--- config.mk ---
export PLATFORM = sky130hd
export DESIGN_NAME = multicycle_ctrl
export DESIGN_NICKNAME = d
export VERILOG_FILES = /design/src/rtl/multicycle_ctrl_pkg.sv /design/src/rtl/multicycle_ctrl_mem_wait_timer.sv /design/src/rtl/multicycle_ctrl.sv
export SDC_FILE = /design/constraint.sdc
export NUM_CORES = 1
export LEC_CHECK = 0
export CORE_MARGIN = 2
export CORE_UTILIZATION = 48
export CTS_CLUSTER_SIZE = 30
export DETAILED_ROUTE_END_ITERATION = 8
export PLACE_DENSITY = 0.79
export SETUP_SLACK_MARGIN = 0.5
export SLEW_MARGIN = 20
export SYNTH_ARGS = -nofsm -noshare
export SYNTH_HDL_FRONTEND = slang
export SYNTH_HIERARCHICAL = 1
export SYNTH_SLANG_ARGS = --single-unit
--- constraint.sdc ---
create_clock -name clk -period 3.9 [get_ports clk]
set_input_delay 0.78 -clock clk [delete_from_list [all_inputs] [get_ports clk]]
set_output_delay 0.78 -clock clk [all_outputs]
set_load 0.02 [all_outputs]
--- src/rtl/multicycle_ctrl_pkg.sv ---
// Shared constants for the multi-cycle RV32I sequencer: opcodes, ALU op
// classes, immediate extender formats, FSM state encodings and fault codes.
package multicycle_ctrl_pkg;

  // Supported major opcodes (instruction[6:0])
  localparam logic [6:0] OPCODE_R = 7'b0110011;  // R-type ALU
  localparam logic [6:0] OPCODE_I = 7'b0000011;  // lw
  localparam logic [6:0] OPCODE_S = 7'b0100011;  // sw
  localparam logic [6:0] OPCODE_B = 7'b1100011;  // beq

  // ALU op classes handed to the ALU control block
  localparam logic [1:0] OPCODE_R_ALU = 2'b10;
  localparam logic [1:0] OPCODE_I_ALU = 2'b00;
  localparam logic [1:0] OPCODE_S_ALU = 2'b00;
  localparam logic [1:0] OPCODE_B_ALU = 2'b01;

  // Immediate extender formats
  localparam logic [1:0] EXTNR_R = 2'd0;
  localparam logic [1:0] EXTNR_I = 2'd1;
  localparam logic [1:0] EXTNR_S = 2'd2;
  localparam logic [1:0] EXTNR_B = 2'd3;

  // FSM state encodings
  localparam logic [2:0] ST_FETCH  = 3'd0;
  localparam logic [2:0] ST_DECODE = 3'd1;
  localparam logic [2:0] ST_EXEC   = 3'd2;
  localparam logic [2:0] ST_MEM    = 3'd3;
  localparam logic [2:0] ST_WB     = 3'd4;
  localparam logic [2:0] ST_FAULT  = 3'd5;

  // Fault codes
  localparam logic [1:0] FAULT_NONE    = 2'b00;
  localparam logic [1:0] FAULT_ILLEGAL = 2'b01;
  localparam logic [1:0] FAULT_TIMEOUT = 2'b10;

  // Datapath controls held constant from EXEC through WB
  typedef struct packed {
    logic       branch;
    logic       alusrc;
    logic [1:0] aluops;
    logic [1:0] extnrops;
  } dp_ctrl_t;

  function automatic logic is_supported(input logic [6:0] op);
    return (op == OPCODE_R) || (op == OPCODE_I) ||
           (op == OPCODE_S) || (op == OPCODE_B);
  endfunction

  function automatic dp_ctrl_t decode_dp(input logic [6:0] op);
    dp_ctrl_t c;
    c = '0;
    case (op)
      OPCODE_R: begin
        c.aluops   = OPCODE_R_ALU;
        c.extnrops = EXTNR_R;
      end
      OPCODE_I: begin
        c.alusrc   = 1'b1;
        c.aluops   = OPCODE_I_ALU;
        c.extnrops = EXTNR_I;
      end
      OPCODE_S: begin
        c.alusrc   = 1'b1;
        c.aluops   = OPCODE_S_ALU;
        c.extnrops = EXTNR_S;
      end
      OPCODE_B: begin
        c.branch   = 1'b1;
        c.aluops   = OPCODE_B_ALU;
        c.extnrops = EXTNR_B;
      end
      default: c = '0;
    endcase
    return c;
  endfunction

endpackage

--- src/rtl/multicycle_ctrl_mem_wait_timer.sv ---
// Memory wait counter: counts request cycles without mem_ready and flags
// when the count has reached MEM_TIMEOUT. MEM_TIMEOUT = 0 never flags.
module multicycle_ctrl_mem_wait_timer #(
  parameter int MEM_TIMEOUT = 15
) (
  input  logic clk,
  input  logic rst_n,
  input  logic clr,
  input  logic inc,
  output logic timeout
);

  localparam int CW = (MEM_TIMEOUT > 0) ? $clog2(MEM_TIMEOUT + 1) : 1;

  logic [CW-1:0] cnt_q, cnt_d;

  // Next count: clear wins over increment, otherwise hold
  always_comb begin
    cnt_d = cnt_q;
    if (clr) begin
      cnt_d = '0;
    end else if (inc) begin
      cnt_d = cnt_q + CW'(1);
    end
  end

  // Count register with synchronous reset
  always_ff @(posedge clk) begin
    if (!rst_n) begin
      cnt_q <= '0;
    end else begin
      cnt_q <= cnt_d;
    end
  end

  assign timeout = (MEM_TIMEOUT > 0) && (cnt_q == CW'(MEM_TIMEOUT));

endmodule

--- src/rtl/multicycle_ctrl.sv ---
// Multi-cycle sequencer for the RV32I subset (R-type, lw, sw, beq).
// Walks each instruction through FETCH/DECODE/EXEC/MEM/WB over a shared
// single-port memory and drives the datapath control set from state + op_q.
module multicycle_ctrl
  import multicycle_ctrl_pkg::*;
#(
  parameter int MEM_TIMEOUT = 15
) (
  input  logic       clk,
  input  logic       rst_n,
  input  logic [6:0] opcode,
  input  logic       zero,
  input  logic       mem_ready,
  output logic       mem_req,
  output logic       mem_we,
  output logic       iord,
  output logic       ir_write,
  output logic       pc_write,
  output logic       pc_branch,
  output logic       branch,
  output logic       alusrc,
  output logic       load,
  output logic [1:0] aluops,
  output logic [1:0] extnrops,
  output logic       regwrite,
  output logic       retire,
  output logic       fault,
  output logic [1:0] fault_code
);

  logic [2:0] state_q, state_d;
  logic [6:0] op_q, op_d;
  logic [1:0] code_q, code_d;
  // Low for the first cycle after reset so no access is issued in that cycle
  logic       armed_q, armed_d;
  logic       timeout;
  logic       wait_inc;
  dp_ctrl_t   dp;

  assign dp       = decode_dp(op_q);
  assign wait_inc = mem_req && !mem_ready && !timeout;

  multicycle_ctrl_mem_wait_timer #(
    .MEM_TIMEOUT(MEM_TIMEOUT)
  ) u_timer (
    .clk    (clk),
    .rst_n  (rst_n),
    .clr    (!wait_inc),
    .inc    (wait_inc),
    .timeout(timeout)
  );

  // Next-state and output decode from the registered state and op_q
  always_comb begin
    // NOTE: every output and next-state gets a default first so no path through the case infers a latch.
    state_d    = state_q;
    op_d       = op_q;
    code_d     = code_q;
    armed_d    = 1'b1;
    mem_req    = 1'b0;
    mem_we     = 1'b0;
    iord       = 1'b0;
    ir_write   = 1'b0;
    pc_write   = 1'b0;
    pc_branch  = 1'b0;
    branch     = 1'b0;
    alusrc     = 1'b0;
    load       = 1'b0;
    aluops     = 2'b00;
    extnrops   = 2'b00;
    regwrite   = 1'b0;
    retire     = 1'b0;

    case (state_q)
      ST_FETCH: begin
        if (armed_q) begin
          mem_req = 1'b1;
          if (mem_ready) begin
            ir_write = 1'b1;
            pc_write = 1'b1;
            state_d  = ST_DECODE;
          end else if (timeout) begin
            state_d = ST_FAULT;
            code_d  = FAULT_TIMEOUT;
          end
        end
      end

      ST_DECODE: begin
        op_d = opcode;
        if (is_supported(opcode)) begin
          state_d = ST_EXEC;
        end else begin
          state_d = ST_FAULT;
          code_d  = FAULT_ILLEGAL;
        end
      end

      ST_EXEC: begin
        branch   = dp.branch;
        alusrc   = dp.alusrc;
        aluops   = dp.aluops;
        extnrops = dp.extnrops;
        case (op_q)
          OPCODE_R: state_d = ST_WB;
          OPCODE_I,
          OPCODE_S: state_d = ST_MEM;
          OPCODE_B: begin
            pc_branch = zero;
            retire    = 1'b1;
            state_d   = ST_FETCH;
          end
          default: begin
            state_d = ST_FAULT;
            code_d  = FAULT_ILLEGAL;
          end
        endcase
      end

      ST_MEM: begin
        branch   = dp.branch;
        alusrc   = dp.alusrc;
        aluops   = dp.aluops;
        extnrops = dp.extnrops;
        mem_req  = 1'b1;
        iord     = 1'b1;
        mem_we   = (op_q == OPCODE_S);
        if (mem_ready) begin
          if (op_q == OPCODE_S) begin
            retire  = 1'b1;
            state_d = ST_FETCH;
          end else begin
            state_d = ST_WB;
          end
        end else if (timeout) begin
          state_d = ST_FAULT;
          code_d  = FAULT_TIMEOUT;
        end
      end

      ST_WB: begin
        branch   = dp.branch;
        alusrc   = dp.alusrc;
        aluops   = dp.aluops;
        extnrops = dp.extnrops;
        regwrite = 1'b1;
        load     = (op_q == OPCODE_I);
        retire   = 1'b1;
        state_d  = ST_FETCH;
      end

      ST_FAULT: begin
        state_d = ST_FAULT;
      end

      default: begin
        state_d = ST_FETCH;
      end
    endcase
  end

  assign fault      = (state_q == ST_FAULT);
  assign fault_code = code_q;

  // State, latched opcode and fault code registers with synchronous reset
  always_ff @(posedge clk) begin
    // NOTE: sequential state uses non-blocking assignments so every flop samples the pre-edge values.
    if (!rst_n) begin
      state_q <= ST_FETCH;
      op_q    <= '0;
      code_q  <= FAULT_NONE;
      armed_q <= 1'b0;
    end else begin
      state_q <= state_d;
      op_q    <= op_d;
      code_q  <= code_d;
      armed_q <= armed_d;
    end
  end

endmodule

# [Word-level counts from Yosys, hierarchy flattened]
# Index checks and enable logic that the tools add are counted.
[op_classes] n_addsub=1 mul=0 n_div=0 n_lt_le_gt_ge=0 eq_ne=17 shift=0 n_mux=36 bitwise_logic=0 reduce_logical=14
[op_table] op="== test 7 x 6 -> 1 bit, second input constant" count=4
[op_table] op="2-to-1 mux 3 bit" count=6
[op_table] op="2-to-1 mux 1 bit" count=17
[op_table] op="one-hot mux 4 bit (4 select lines)" count=1
[op_table] op="one-hot mux 3 bit (5 select lines)" count=1
[op_table] op="== test 7 x 2 -> 1 bit, second input constant" count=2
[op_table] op="== test 7 bit, second input constant" count=2
[op_table] op="2-to-1 mux 2 bit" count=7
[op_table] op="one-hot mux 3 bit (3 select lines)" count=1
[op_table] op="one-hot mux 2 bit (4 select lines)" count=1
[op_table] op="== test 3 x 2 -> 1 bit, second input constant" count=2
[op_table] op="== test 3 bit, second input constant" count=2
[op_table] op="inequality test 2 bit, second input constant" count=3
[op_table] op="adder 4 x 1 -> 4 bit, second input constant" count=1
[op_table] op="== test 4 bit, second input constant" count=1
[op_table] op="AND reduction 4 bit" count=1
[op_table] op="nonzero test 4 bit" count=1
[op_table] op="OR reduction 4 bit" count=1
[op_table] op="== test 3 x 1 -> 1 bit, second input constant" count=1
[op_table] op="logical NOT 3 bit" count=1
[op_table] op="logical OR 1 bit" count=3
[op_table] op="one-hot mux 1 bit (3 select lines)" count=1
[op_table] op="OR reduction 3 bit" count=1
[op_table] op="logical AND 1 bit" count=2
[op_table] op="4 further kinds" count=5
[word_totals] regBits=17 latchBits=0 ramBits=0 mem_bits_ro=0 in_bits=11 out_inout_bits=18 n_memories=0

# [Logic depth before layout (Yosys ltp)]
[depth] word_depth=6 ltp_mapped=8 ltp_nobuf=7

# [Modules after synthesis]
# The synthesis kept the hierarchy.
[modules_own_cells] module="multicycle_ctrl" n_inst=1 cells_per_inst=122 area_per_inst_um2=889.6 seq_area_each_um2=260.2
[modules_own_cells] module="multicycle_ctrl_mem_wait_timer" n_inst=1 cells_per_inst=18 area_per_inst_um2=188.9 seq_area_each_um2=80.1

# [Least setup slack after synthesis]
# Ideal clock, no wire load.
[synth_timing] path_kind="reg2out" start="reg state_q[0]" end="out aluops[1]" arrival_time_ns=1.828 t_required_ns=3.120 path_slack_ns=1.292 path_stages_with_launch=7 cell_sequence="dfxtp_1 > buf_2 > nor2_1 > nand2_1 > inv_1 > nor2_1 > nor4b_1"
[synth_between] elab_chain_cells=3 word_cells_on_any_way=5
[synth_lines] element="from (decl)" line="multicycle_ctrl.sv:31" rtl="logic [2:0] state_q, state_d;"
[synth_lines] element="from (signal assigned)" line="multicycle_ctrl.sv:174" rtl="state_q <= state_d;"
[synth_lines] element="== test 3 x 2 -> 1 bit / == test 3 bit (equally long branches)" line="multicycle_ctrl.sv:74" rtl="case (state_q)"
[synth_lines] element="OR reduction 3 bit (no source line) (*)"
[synth_lines] element="2-to-1 mux 2 bit (*)" line="multicycle_ctrl.sv:74"
[synth_lines] element="to (decl)" line="multicycle_ctrl.sv:23" rtl="output logic [1:0] aluops,"
# Every way passes the cells marked *; elsewhere a longest branch is shown, timed or not.

# [Final worst setup path]
[layout_timing] start="in mem_ready" end="out retire"
[layout_between] elab_chain_cells=2
[layout_lines] element="from (decl)" line="multicycle_ctrl.sv:13" rtl="input logic mem_ready,"
[layout_lines] element="2-to-1 mux 1 bit" line="multicycle_ctrl.sv:128" rtl="if (mem_ready) begin"
[layout_lines] element="one-hot mux 1 bit (3 select lines)" line="multicycle_ctrl.sv:74"
[layout_lines] element="to (decl)" line="multicycle_ctrl.sv:26" rtl="output logic retire,"
# Every way passes these cells.

==> run summary <==
The run finished with clean final reports. The worst-margin pin slew was 0.530 ns. The H-tree depth is 1. The worst max-slew margin expressed relative to the limit is 0.646, and the final period utilization is 0.818. For the number of standard cells after synthesis, the log shows 140. The floorplan step set the die height to 51.4 um.

The count of buffers added on input and output ports is 28. The leakage power figure is 0.466 nW, and the worst setup slack after layout is 0.709 ns. After clock tree synthesis, the repair step resized 0 gates.

Setup repair after global routing left no endpoint under its margin. The tools report the number of CTS-inserted buffers as 3. The synthesized design contains 0 enable-type register cells. For this block, the routed nets add up to 2410 um of wire. The insertion delay to the later sink of the worst-skew pair was 0.29 ns. The number of iterations in the first detailed-routing pass is 4, and the post-route antenna net violation count is 0. The most used flip-flop cell after synthesis is sky130_fd_sc_hd__dfxtp_1. The tools report the initial standard-cell utilization of the core as 0.497. The time the worst path needs with I/O delays and setup works out to 3.19 ns. The number of hold buffers added after CTS was 0. For this run, the post-layout net count is 178.

The logs give 0 for the final number of max-transition violations and 6 for the number of warnings printed during yosys synthesis. The floorplan step defined a core boundary enclosing 2170 um^2. In this run, synthesis produced a sequential element count of 17. The share of flip-flops with an asynchronous set or reset was 0. After layout, the design draws a total of 0.349 mW. Entering global routing, the biggest net connects 22 pins. The signal arrival time at the worst endpoint is 2.41 ns. The number of global-route vias before repair was 986. The tools report the post-layout utilization of the core as 0.642. For the global-route wire length before repair, the log shows 4310 um.

The first routing iteration left 14 violations. Synthesis produced a netlist with a net count of 152. The tools report the startpoint type of the worst setup path as a primary input. The distinct cell type count of the synthesized netlist came out at 40. The run gives 17 as the number of core rows. For the detailed-placement wirelength estimate, the log shows 1820 um.

The critical path in this run is classified as in2out. Largest fanout of any net on the critical path: 6. Max-cap violations in this run came to 0. The setup TNS after final layout came out at 0 ns. The congestion estimate from routability-driven global placement came to 0.837. The largest clock skew in the final design is 0.00189 ns, and the total global routing track utilization is 0.210. The area enclosed by the die boundary is 2640 um^2. Count of filler cells inserted in the layout: 208. The final setup violation count was 0; the via density per instance was 5.49. The repair_antennas step left the layout with diodes totalling 0. The logs give 0 for the final-report hold violation count and 0.219 mV for the worst ir drop on vdd. The maximum operating frequency was 313 MHz; the worst slack at placement was 0.716 ns. The root buffer cell was sky130_fd_sc_hd__clkbuf_4. The logs give 0 for the post-CTS setup-driven buffer insertion count and 0 for the total congestion overflow.

No sink is reached through more buffers than the 2 on the longest clock path. The run gives 0.500 ns as the tightest hold margin. Share of final-layout standard cells stronger than drive strength 1: 0.0667. Clock-pin slew was measured on the worst setup and hold paths at 0.10 ns. In the routed design, unresolved DRC markers number 0. The clock sink total was 17; the power per unit of standard cell area was 251 nW/um^2.

The total number of vias is 1059. The type of the most critical hold path is reg2reg. During I/O placement, the number of pins put on the boundary was 29.

The portion of the post-synthesis area used by sequential elements was 0.316. The endpoint class of the critical path is an output port. The number of antenna violations at the first check in global routing was 0; the die span in x was 51.4 um. The cell area that synthesis handed to floorplanning was 1080 um^2. TritonCTS built the clock tree. Dividing the detail-routed wire length by the instance count gives 12.5 um. For the worst endpoint required time, the log shows 3.12 ns.

A synthesized cell averages 7.70 um^2. Post-synthesis to final-layout area growth: 29.2%.
-- critical path, stage by stage --
cell and delay (ns):
sky130_fd_sc_hd__clkdlybuf4s50_1 0.55, sky130_fd_sc_hd__nand2_1 0.08, sky130_fd_sc_hd__mux2i_1 0.17, sky130_fd_sc_hd__nand2_1 0.07
sky130_fd_sc_hd__o21ai_0 0.13, sky130_fd_sc_hd__clkdlybuf4s50_1 0.62
-- per-layer routing --
metal	global-route usage	vias to the layer above	share of wire
met3	0.0175	4	0.042
li1	-	539	-
met2	0.365	29	0.50
met1	0.267	487	0.45
met5	0	-	0
met4	0.0789	0	0.0087
-- worst paths after layout --
kind,start,to,slack (ns),cells past startpoint
max,mem_ready,retire,0.71,6
min,op_q[0],op_q[0],0.50,2
max reg2reg,u_timer/cnt_q[0],fault_code[0],1.98,7
min reg2reg,op_q[0],op_q[0],0.50,2
-- registers in the layout (all words and copies together) (netlist names) --
register,flops
op_q,7
u_timer/cnt_q,4
state_q,3
fault_code,2
armed_q,1
-- cell families (layout without fill, tap and decap cells) --
kind of cell / after synthesis / in the layout / share of synthesized area
buffers and inverters: 11 / 36 / 0.0441
AND/OR/NAND/NOR: 70 / 70 / 0.332
flip-flops: 17 / 17 / 0.316
XOR/XNOR: 3 / 3 / 0.0244
AO/OA/AOI/OAI: 34 / 34 / 0.236
adder cells (fa/ha/maj): 2 / 2 / 0.0209
multiplexers: 3 / 3 / 0.0278
-- through the flow --
stage,cells,cell area (um^2)
6_report,193,1390
5_1_grt,193,1390
4_1_cts,193,1390
3_5_place_dp,189,1370
3_3_place_gp,189,1370
2_1_floorplan,140,1080
-- cells in the mapped netlist, types with 2 or more instances --
master / instances / area, um^2
sky130_fd_sc_hd__nand2_1: 22 / 82.6
sky130_fd_sc_hd__nor2_1: 18 / 67.6
sky130_fd_sc_hd__dfxtp_1: 17 / 340
sky130_fd_sc_hd__o21ai_0: 10 / 50.1
sky130_fd_sc_hd__a21boi_0: 7 / 52.6
sky130_fd_sc_hd__clkbuf_1: 5 / 18.8
sky130_fd_sc_hd__nor2b_1: 5 / 31.3
sky130_fd_sc_hd__a21oi_1: 4 / 20.0
sky130_fd_sc_hd__and2_1: 3 / 18.8
sky130_fd_sc_hd__inv_1: 3 / 11.3
sky130_fd_sc_hd__mux2i_1: 3 / 30.0
sky130_fd_sc_hd__nand2b_1: 3 / 18.8
sky130_fd_sc_hd__nand3b_1: 3 / 22.5
sky130_fd_sc_hd__nor3_1: 3 / 15.0
sky130_fd_sc_hd__nor3b_1: 3 / 22.5
sky130_fd_sc_hd__xnor2_1: 3 / 26.3
sky130_fd_sc_hd__a31oi_1: 2 / 12.5
sky130_fd_sc_hd__buf_2: 2 / 10.0
sky130_fd_sc_hd__nand3_1: 2 / 10.0
sky130_fd_sc_hd__o21a_1: 2 / 15.0
-- power breakdown --
| part | switching, mW | total [mW] | internal, mW |
|---|---|---|---|
| combinational | 0.0328 | 0.0663 | 0.0335 |
| sequential | 0.00898 | 0.190 | 0.181 |
| clock | 0.0554 | 0.0935 | 0.0381 |
| total | 0.0972 | 0.349 | 0.252 |
-- placed cells by master, fill, tap and decap left out, types with 2 or more instances in the layout --
cell type                         Yosys  routed
sky130_fd_sc_hd__nand2b_1             3       3
sky130_fd_sc_hd__o21a_1               2       2
sky130_fd_sc_hd__and2_1               3       3
sky130_fd_sc_hd__a21boi_0             7       7
sky130_fd_sc_hd__nor2_1              18      18
sky130_fd_sc_hd__mux2i_1              3       3
sky130_fd_sc_hd__nand2_1             22      22
sky130_fd_sc_hd__o21ai_0             10      10
sky130_fd_sc_hd__nor2b_1              5       5
sky130_fd_sc_hd__inv_1                3       3
sky130_fd_sc_hd__a31oi_1              2       2
sky130_fd_sc_hd__dfxtp_1             17      16
sky130_fd_sc_hd__a21oi_1              4       4
sky130_fd_sc_hd__nand3b_1             3       3
sky130_fd_sc_hd__clkdlybuf4s50_1      0      28
sky130_fd_sc_hd__nor3_1               3       3
sky130_fd_sc_hd__clkbuf_4             0       3
sky130_fd_sc_hd__xnor2_1              3       3
sky130_fd_sc_hd__nand3_1              2       2
sky130_fd_sc_hd__nor3b_1              3       3
-- layout make-up --
type,instances,area (um^2),share of cell area
Multi-Input combinational cell,112,691,0.496
Clock inverter,1,5.00,0.00359
Tap cell,28,35.0,0.0251
Clock buffer,3,22.5,0.0162
Inverter,3,11.3,0.00808
Timing Repair Buffer,29,288,0.206
Sequential cell,17,342,0.245
Power figures use the tool's default switching activity.
